### src/rtl/rr_mux_arb.sv
// N-channel registered selector: fixed-select or round-robin arbitration into a
// one-deep valid/ready output register, with a transfer counter.
module rr_mux_arb #(
  parameter int WIDTH  = 32,
  parameter int NUM_CH = 8,
  parameter int SEL_W  = 3,
  parameter int CNT_W  = 16
) (
  input  logic                    clk,
  input  logic                    rst_n,
  input  logic                    mode,
  input  logic [SEL_W-1:0]        select,
  input  logic [NUM_CH*WIDTH-1:0] in_data,
  input  logic [NUM_CH-1:0]       in_valid,
  output logic [NUM_CH-1:0]       in_ready,
  output logic [WIDTH-1:0]        out_data,
  output logic [SEL_W-1:0]        out_ch,
  output logic                    out_valid,
  input  logic                    out_ready,
  output logic [CNT_W-1:0]        xfer_cnt
);

  logic [SEL_W-1:0] rr_ptr;
  logic [SEL_W-1:0] gnt_ch;
  logic             gnt_vld;
  logic             load_en;
  logic             xfer;

  assign load_en = !out_valid || out_ready;

  always_comb begin
    int idx;
    gnt_ch  = '0;
    gnt_vld = 1'b0;
    idx     = 0;
    if (!mode) begin
      // out-of-range select must not index in_valid
      if ({{(32-SEL_W){1'b0}}, select} < NUM_CH) begin
        gnt_ch  = select;
        gnt_vld = in_valid[select];
      end
    end else begin
      // scan from farthest to nearest so the nearest valid channel after rr_ptr wins
      for (int off = NUM_CH; off >= 1; off--) begin
        idx = (int'(rr_ptr) + off) % NUM_CH;
        if (in_valid[idx]) begin
          gnt_ch  = SEL_W'(idx);
          gnt_vld = 1'b1;
        end
      end
    end
  end

  assign xfer = gnt_vld && load_en;

  for (genvar i = 0; i < NUM_CH; i++) begin : g_rdy
    assign in_ready[i] = xfer && (gnt_ch == SEL_W'(i));
  end

  always_ff @(posedge clk or negedge rst_n) begin
    if (!rst_n) begin
      out_valid <= 1'b0;
      out_data  <= '0;
      out_ch    <= '0;
      xfer_cnt  <= '0;
      rr_ptr    <= SEL_W'(NUM_CH - 1);
    end else if (xfer) begin
      out_data  <= in_data[gnt_ch*WIDTH +: WIDTH];
      out_ch    <= gnt_ch;
      out_valid <= 1'b1;
      rr_ptr    <= gnt_ch;
      xfer_cnt  <= xfer_cnt + 1'b1;
    end else if (out_ready) begin
      out_valid <= 1'b0;
    end
  end

endmodule

### config.mk
export PLATFORM = sky130hd
export DESIGN_NAME = rr_mux_arb
export DESIGN_NICKNAME = d
export VERILOG_FILES = /design/src/rtl/rr_mux_arb.sv
export SDC_FILE = /design/constraint.sdc
export NUM_CORES = 1
export LEC_CHECK = 0
export BUFFER_PORTS_ARGS = -buffer_cell sky130_fd_sc_hd__buf_2
export CAP_MARGIN = 20
export CORE_AREA = 5 5 124 126
export CTS_CLUSTER_SIZE = 28
export DETAILED_ROUTE_END_ITERATION = 8
export DIE_AREA = 0 0 129 131
export HOLD_SLACK_MARGIN = 0.1
export PLACE_DENSITY = 0.82
export SLEW_MARGIN = 20
export SYNTH_ARGS = -nofsm -noshare
export SYNTH_HDL_FRONTEND = slang
export SYNTH_SLANG_ARGS = --single-unit
### constraint.sdc
create_clock -name clk -period 5.1 [get_ports clk]
set_clock_uncertainty 0.05 [all_clocks]
set_input_delay 1.02 -clock clk [delete_from_list [all_inputs] [get_ports clk]]
set_output_delay 1.02 -clock clk [all_outputs]
set_load 0.05 [all_outputs]
**Word level (Yosys, flattened, before mapping)**

Index checks and enable logic that the tools add are counted.

- $add $sub $neg: 9
- Magnitude comparators: 9
- Equal/unequal tests: 7
- Shifts and indexed selects: 1
- Multiplexer cells: 46
- Bitwise operators: 8
- Reduce and logical (&&, ||, !) cells: 21

Operators by type and width:

| kind | number |
|---|---|
| indexed part select 256 x 9 -> 32 bit | 1 |
| less-than comparator 4 x 5 -> 1 bit (second input constant) | 8 |
| 2-to-1 mux 1 bit | 28 |
| binary-select mux 1 bit (select 3 bit) | 9 |
| 2-to-1 mux 3 bit | 9 |
| OR reduction 3 bit | 8 |
| adder 16 x 1 -> 16 bit (second input constant) | 1 |
| adder 3 bit (second input constant) | 4 |
| == test 3 bit (second input constant) | 4 |
| logical AND 1 bit | 9 |
| AND 1 bit (first input constant) | 8 |
| adder 3 x 1 -> 3 bit (second input constant) | 2 |
| adder 3 x 2 -> 3 bit (second input constant) | 2 |
| == test 3 x 2 -> 1 bit (second input constant) | 2 |
| less-than comparator 3 x 4 -> 1 bit (second input constant) | 1 |
| == test 3 x 1 -> 1 bit (second input constant) | 1 |
| zero test 3 bit | 1 |
| nonzero test 2 bit | 1 |
| zero test 1 bit | 1 |
| logical OR 1 bit | 1 |

- Register bits: 55
- Output and inout bits: 60
- Logic and storage cells: 106

**Longest topological paths before layout**

- Word-level depth: 17
- Depth in mapped cells: 15
- Depth with buffers taken out: 10

**Worst setup path after synthesis**

No wires, ideal clock.

- Path type: register to output
- Start point: register rr_ptr[0]
- End point: output in_ready[1]
- Data arrival time: 4,756 ps
- Data required time: 4,030 ps
- Slack: -726 ps
- Cell stages (with the launch flop): 13
- Path buffers: 4
- Cells stage by stage: dfstp_2 -> buf_6 -> buf_6 -> inv_2 -> ha_1 -> mux4_2 -> buf_2 -> a211oi_1 -> a22oi_1 -> nor3_2 -> a211o_2 -> clkbuf_1 -> nor4b_1

- Word-level cells in the longest chain between the ends: 15

RTL lines:

| item | RTL line | RTL |
|---|---|---|
| start, declared | 23 | `logic [SEL_W-1:0] rr_ptr;` |
| start signal, assigned | 66 | `rr_ptr <= SEL_W'(NUM_CH - 1);` |
| start signal, assigned | 71 | `rr_ptr <= gnt_ch;` |
| adder 3 x 1 -> 3 bit | 45 | `idx = (int'(rr_ptr) + off) % NUM_CH;` |
| binary-select mux 1 bit (select 3 bit) | 46 | `if (in_valid[idx]) begin` |
| 2-to-1 mux 1 bit (implied by the code) (2 in a row) | 46 |  |
| 2-to-1 mux 3 bit or 2-to-1 mux 1 bit (tied branches) (8 in a row) | 46 |  |
| 2-to-1 mux 3 bit or 2-to-1 mux 1 bit (tied branches) | 36 | `if (!mode) begin` |
| == test 3 x 1 -> 1 bit or logical AND 1 bit (tied branches) | 57, 54 |  |
| logical AND 1 bit (*) | 57 | `assign in_ready[i] = xfer && (gnt_ch == SEL_W'(i));` |
| end, declared | 15 | `output logic [NUM_CH-1:0] in_ready,` |

Every way passes the cells marked *; elsewhere a longest branch is shown, timed or not. The select of a mux whose other input is x is not followed.

**Worst setup path after layout**

- Start point: register rr_ptr[1]
- End point: output in_ready[0]

- Word-level cells in the longest chain between the ends: 15

RTL lines:

| item | RTL line |
|---|---|
| adder 3 x 1 -> 3 bit | 45 |
| binary-select mux 1 bit (select 3 bit) | 46 |
| 2-to-1 mux 1 bit (implied by the code) (2 in a row) | 46 |
| 2-to-1 mux 3 bit or 2-to-1 mux 1 bit (tied branches) (8 in a row) | 46 |
| 2-to-1 mux 3 bit or 2-to-1 mux 1 bit (tied branches) | 36 |
| zero test 3 bit or logical AND 1 bit (tied branches) | 57, 54 |
| logical AND 1 bit (*) | 57 |

Marked as above.

==> flow_metrics.py <==
metrics = {
    "place": {
        "dpl.cell_count": 1018,
        "dp_hpwl_um": 16980,
        "place_ws_ps": 337.7,
        "gp_congestion": 0.9365,
        "io_buffers": 330,
    },
    "worst_setup_path": {
        "cp.arrival_ps": 3720,
        "worst_setup_path_end_kind": "primary output",
        "crit_type": "reg -> out",
        "cp-start-kind": "flip-flop",
        "crit_required_ps": 4030,
        "path_max_fanout": 23,
    },
    "layout": {
        "drive_above_1_share_pct": 55.34,
        "instances_no_fill": 1026,
        "layout_common_cells": "buf_2 (330), mux2i_1 (77), mux2_2 (61)",
        "num_antenna_cells": 0,
        "final_common_cell": "buf_2",
        "nets": 1115,
        "syn_to_final_growth_pct": 34.99,
    },
    "clock_tree": {
        "clock_sinks": 55,
        "cts_max_level": 2,
        "cts.clk_slew.worst_paths_ps": 80,
        "cts_made_buffers": 5,
        "clock_latency_ps": 300,
        "root_buffer": "clkbuf_16",
        "cts-hold-fix-buffers": 0,
        "cts_buffer_depth": 2,
        "postCtsSetupRepairBufs": 0,
        "cts_tree": "done",
    },
    "synth": {
        "muxShareOfSynthArea_pct": 36.21,
        "synth_area_sq_mm": 0.005560,
        "yosysUniqueCellTypes": 68,
        "ys_seq_elements": 55,
        "synth_xor_area_share_pct": 3.015,
        "synth_top_area_share_pct": 23.40,
        "syn_avg_cell_area_sq_um": 10.49,
        "synth_compound_area_share_pct": 19.37,
        "synth_top_family_by_area": "multiplexers",
        "synth_async_sr_flop_share_pct": 100.0,
        "ys_seq_area_share_pct": 24.82,
        "yosys_warnings": 0,
        "synthTopCellsByArea": "dfrtp_1 (23%), mux2i_1 (14%), mux2_2 (12%), mux4_2 (6.1%), a222oi_1 (4.3%)",
        "synth_flop_cell": "dfrtp_1",
        "synth_fa_ha_area_share_pct": 0.6751,
        "synth_simple_gate_area_share_pct": 8.461,
        "yosysTopAreaCell": "dfrtp_1",
        "synth_edf_count": 0,
        "syn_nets": 804,
        "synth_cells": 530,
    },
    "grt": {
        "grtUsageMet1_pct": 27.76,
        "grt_use_met3_pct": 4.024,
        "top_usage_layer": "met2",
        "grt_first_pass_wirelength_um": 30750,
        "grtUsageTotal_pct": 23.03,
        "met2_usage_pct": 42.04,
        "grt-ovfl-total": 0,
        "grt_pass1_vias": 5832,
        "antenna_found_initial": 0,
        "grt_max_degree": 56,
    },
    "sta": {
        "rsz0062_at_grt": "no",
        "tightest_slew_ps": 834.6,
        "finalSetupViolCount": 0,
        "setup_tns_ps": 0,
        "fmax_mhz": 209.0,
        "fin_crit_sh_pct": 93.83,
        "min_period_ps": 4785,
        "slew_violations": 0,
        "hold_violations": 0,
        "fin_ws_ps": 314.6,
        "slew_headroom_pct": 44.23,
        "timing.hold.ws_ps": 425.9,
    },
    "floorplanning": {
        "dieHeight_um": 131,
        "die_w_um": 129,
        "pin_count": 331,
        "start_util_pct": 39.15,
        "dieArea_sq_mm": 0.01690,
        "core_area_sq_mm": 0.01420,
        "fp-row-count": 44,
    },
    "hold_path": {
        "hold_path_class": "reg -> reg",
    },
    "status": {
        "status": "finished clean",
    },
    "route": {
        "wl_um": 20990,
        "drcViolationCount": 0,
        "drt_iter0_markers": 484,
        "drtPass1Iterations": 6,
        "postRouteAntennaNets": 0,
        "vias_per_cell": 5.715,
        "wl_per_cell_um": 20.46,
        "vias": 5864,
    },
    "run": {
        "maxCapViolations": 0,
    },
    "power_and_ir_drop": {
        "p_leak_nw": 3.737,
        "power_mw": 5.524,
        "peakVddDrop_uv": 401.2,
        "power_density_mw_per_mm2": 735.9,
    },
}
metrics by stage:
stage | util [%] | area [sq um]
2_1_floorplan | - | 5577
3_3_place_gp | 51.52 | 7317
3_5_place_dp | 51.52 | 7317
4_1_cts | 52.75 | 7492
5_1_grt | 52.85 | 7506
6_report | 52.85 | 7506
sequential cells by signal, indices dropped and copies added (netlist names):
name and count:
out_valid 1, out_data 32, out_ch 3, xfer_cnt 16
rr_ptr 3
per-layer routing:
layer,up-vias,part of all wire [%]
met5,-,0
met4,0,2.3
met3,45,8.3
met2,339,53
met1,2762,37
li1,2718,-
timing repair:
item                       in CTS  in global routing
gates cloned                    0                  0
resized for setup               1                  2
setup endpoints to repair       1                  2
report_power, final:
| group | internal (mW) | switching, mW | leakage [nW] |
|---|---|---|---|
| Sequential | 0.637 | 0.143 | 0.671 |
| Combinational | 1.80 | 2.54 | 2.98 |
| Clock | 0.235 | 0.168 | 0.0844 |
final timing paths:
kind	slack, ps	cells past startpoint	to	from
setup / recovery	310	11	in_ready[0]	rr_ptr[1]
hold / removal	430	1	xfer_cnt[15]	xfer_cnt[15]
setup reg to reg	760	11	out_data[29]	rr_ptr[1]
hold reg to reg	430	1	xfer_cnt[15]	xfer_cnt[15]
max in group asynchronous	3710	2	out_data[1]	rst_n
min in group asynchronous	800	2	xfer_cnt[13]	rst_n
kinds of logic (layout without fill, tap and decap cells):
group,after synthesis,after routing
mux,171,171
compound gates,131,131
simple gates,84,84
buf+inv,69,381
flops,55,55
xor+xnor,17,17
fa+ha+maj,3,3
cell type report:
cell class	instances	area (sq um)
clock buffer	5	125.1
clock inverter	3	47.55
fill	1335	6698
inverter	19	71.32
multi-input combinational	406	3804
sequential	55	1380
tap	184	230.2
timing repair buffer	354	1848
cells in the mapped netlist, types with 3 or more instances:
cell       count
a2111o_1      10
a2111oi_0      9
a211oi_1      23
a21o_1         4
a21oi_1        4
a222oi_1      24
a22o_1         9
a22oi_1        4
and3_1         3
buf_2         16
buf_4          6
buf_6          9
buf_8          4
clkbuf_1      14
dfrtp_1       52
dfstp_2        3
ha_1           3
inv_1         17
mux2_1        14
mux2_2        61
mux2_4         4
mux2i_1       77
mux4_2        15
nand2_1       17
nand3_1        7
nor2_1        21
nor2b_1        5
nor3_1         7
o21ai_1       23
o221ai_1       3
xnor2_1       11
xor2_1         5
worst max-delay path, stage by stage, from the launching register on:
cell and delay, ps:
dfstp_2 540, inv_2 90, ha_4 370, mux4_2 630, a211oi_1 290, a22oi_1 130
nor3_2 240, a211o_2 170, buf_6 260, and3b_1 270, nor2b_1 160, buf_2 270
(Power assumes the default switching activity.)
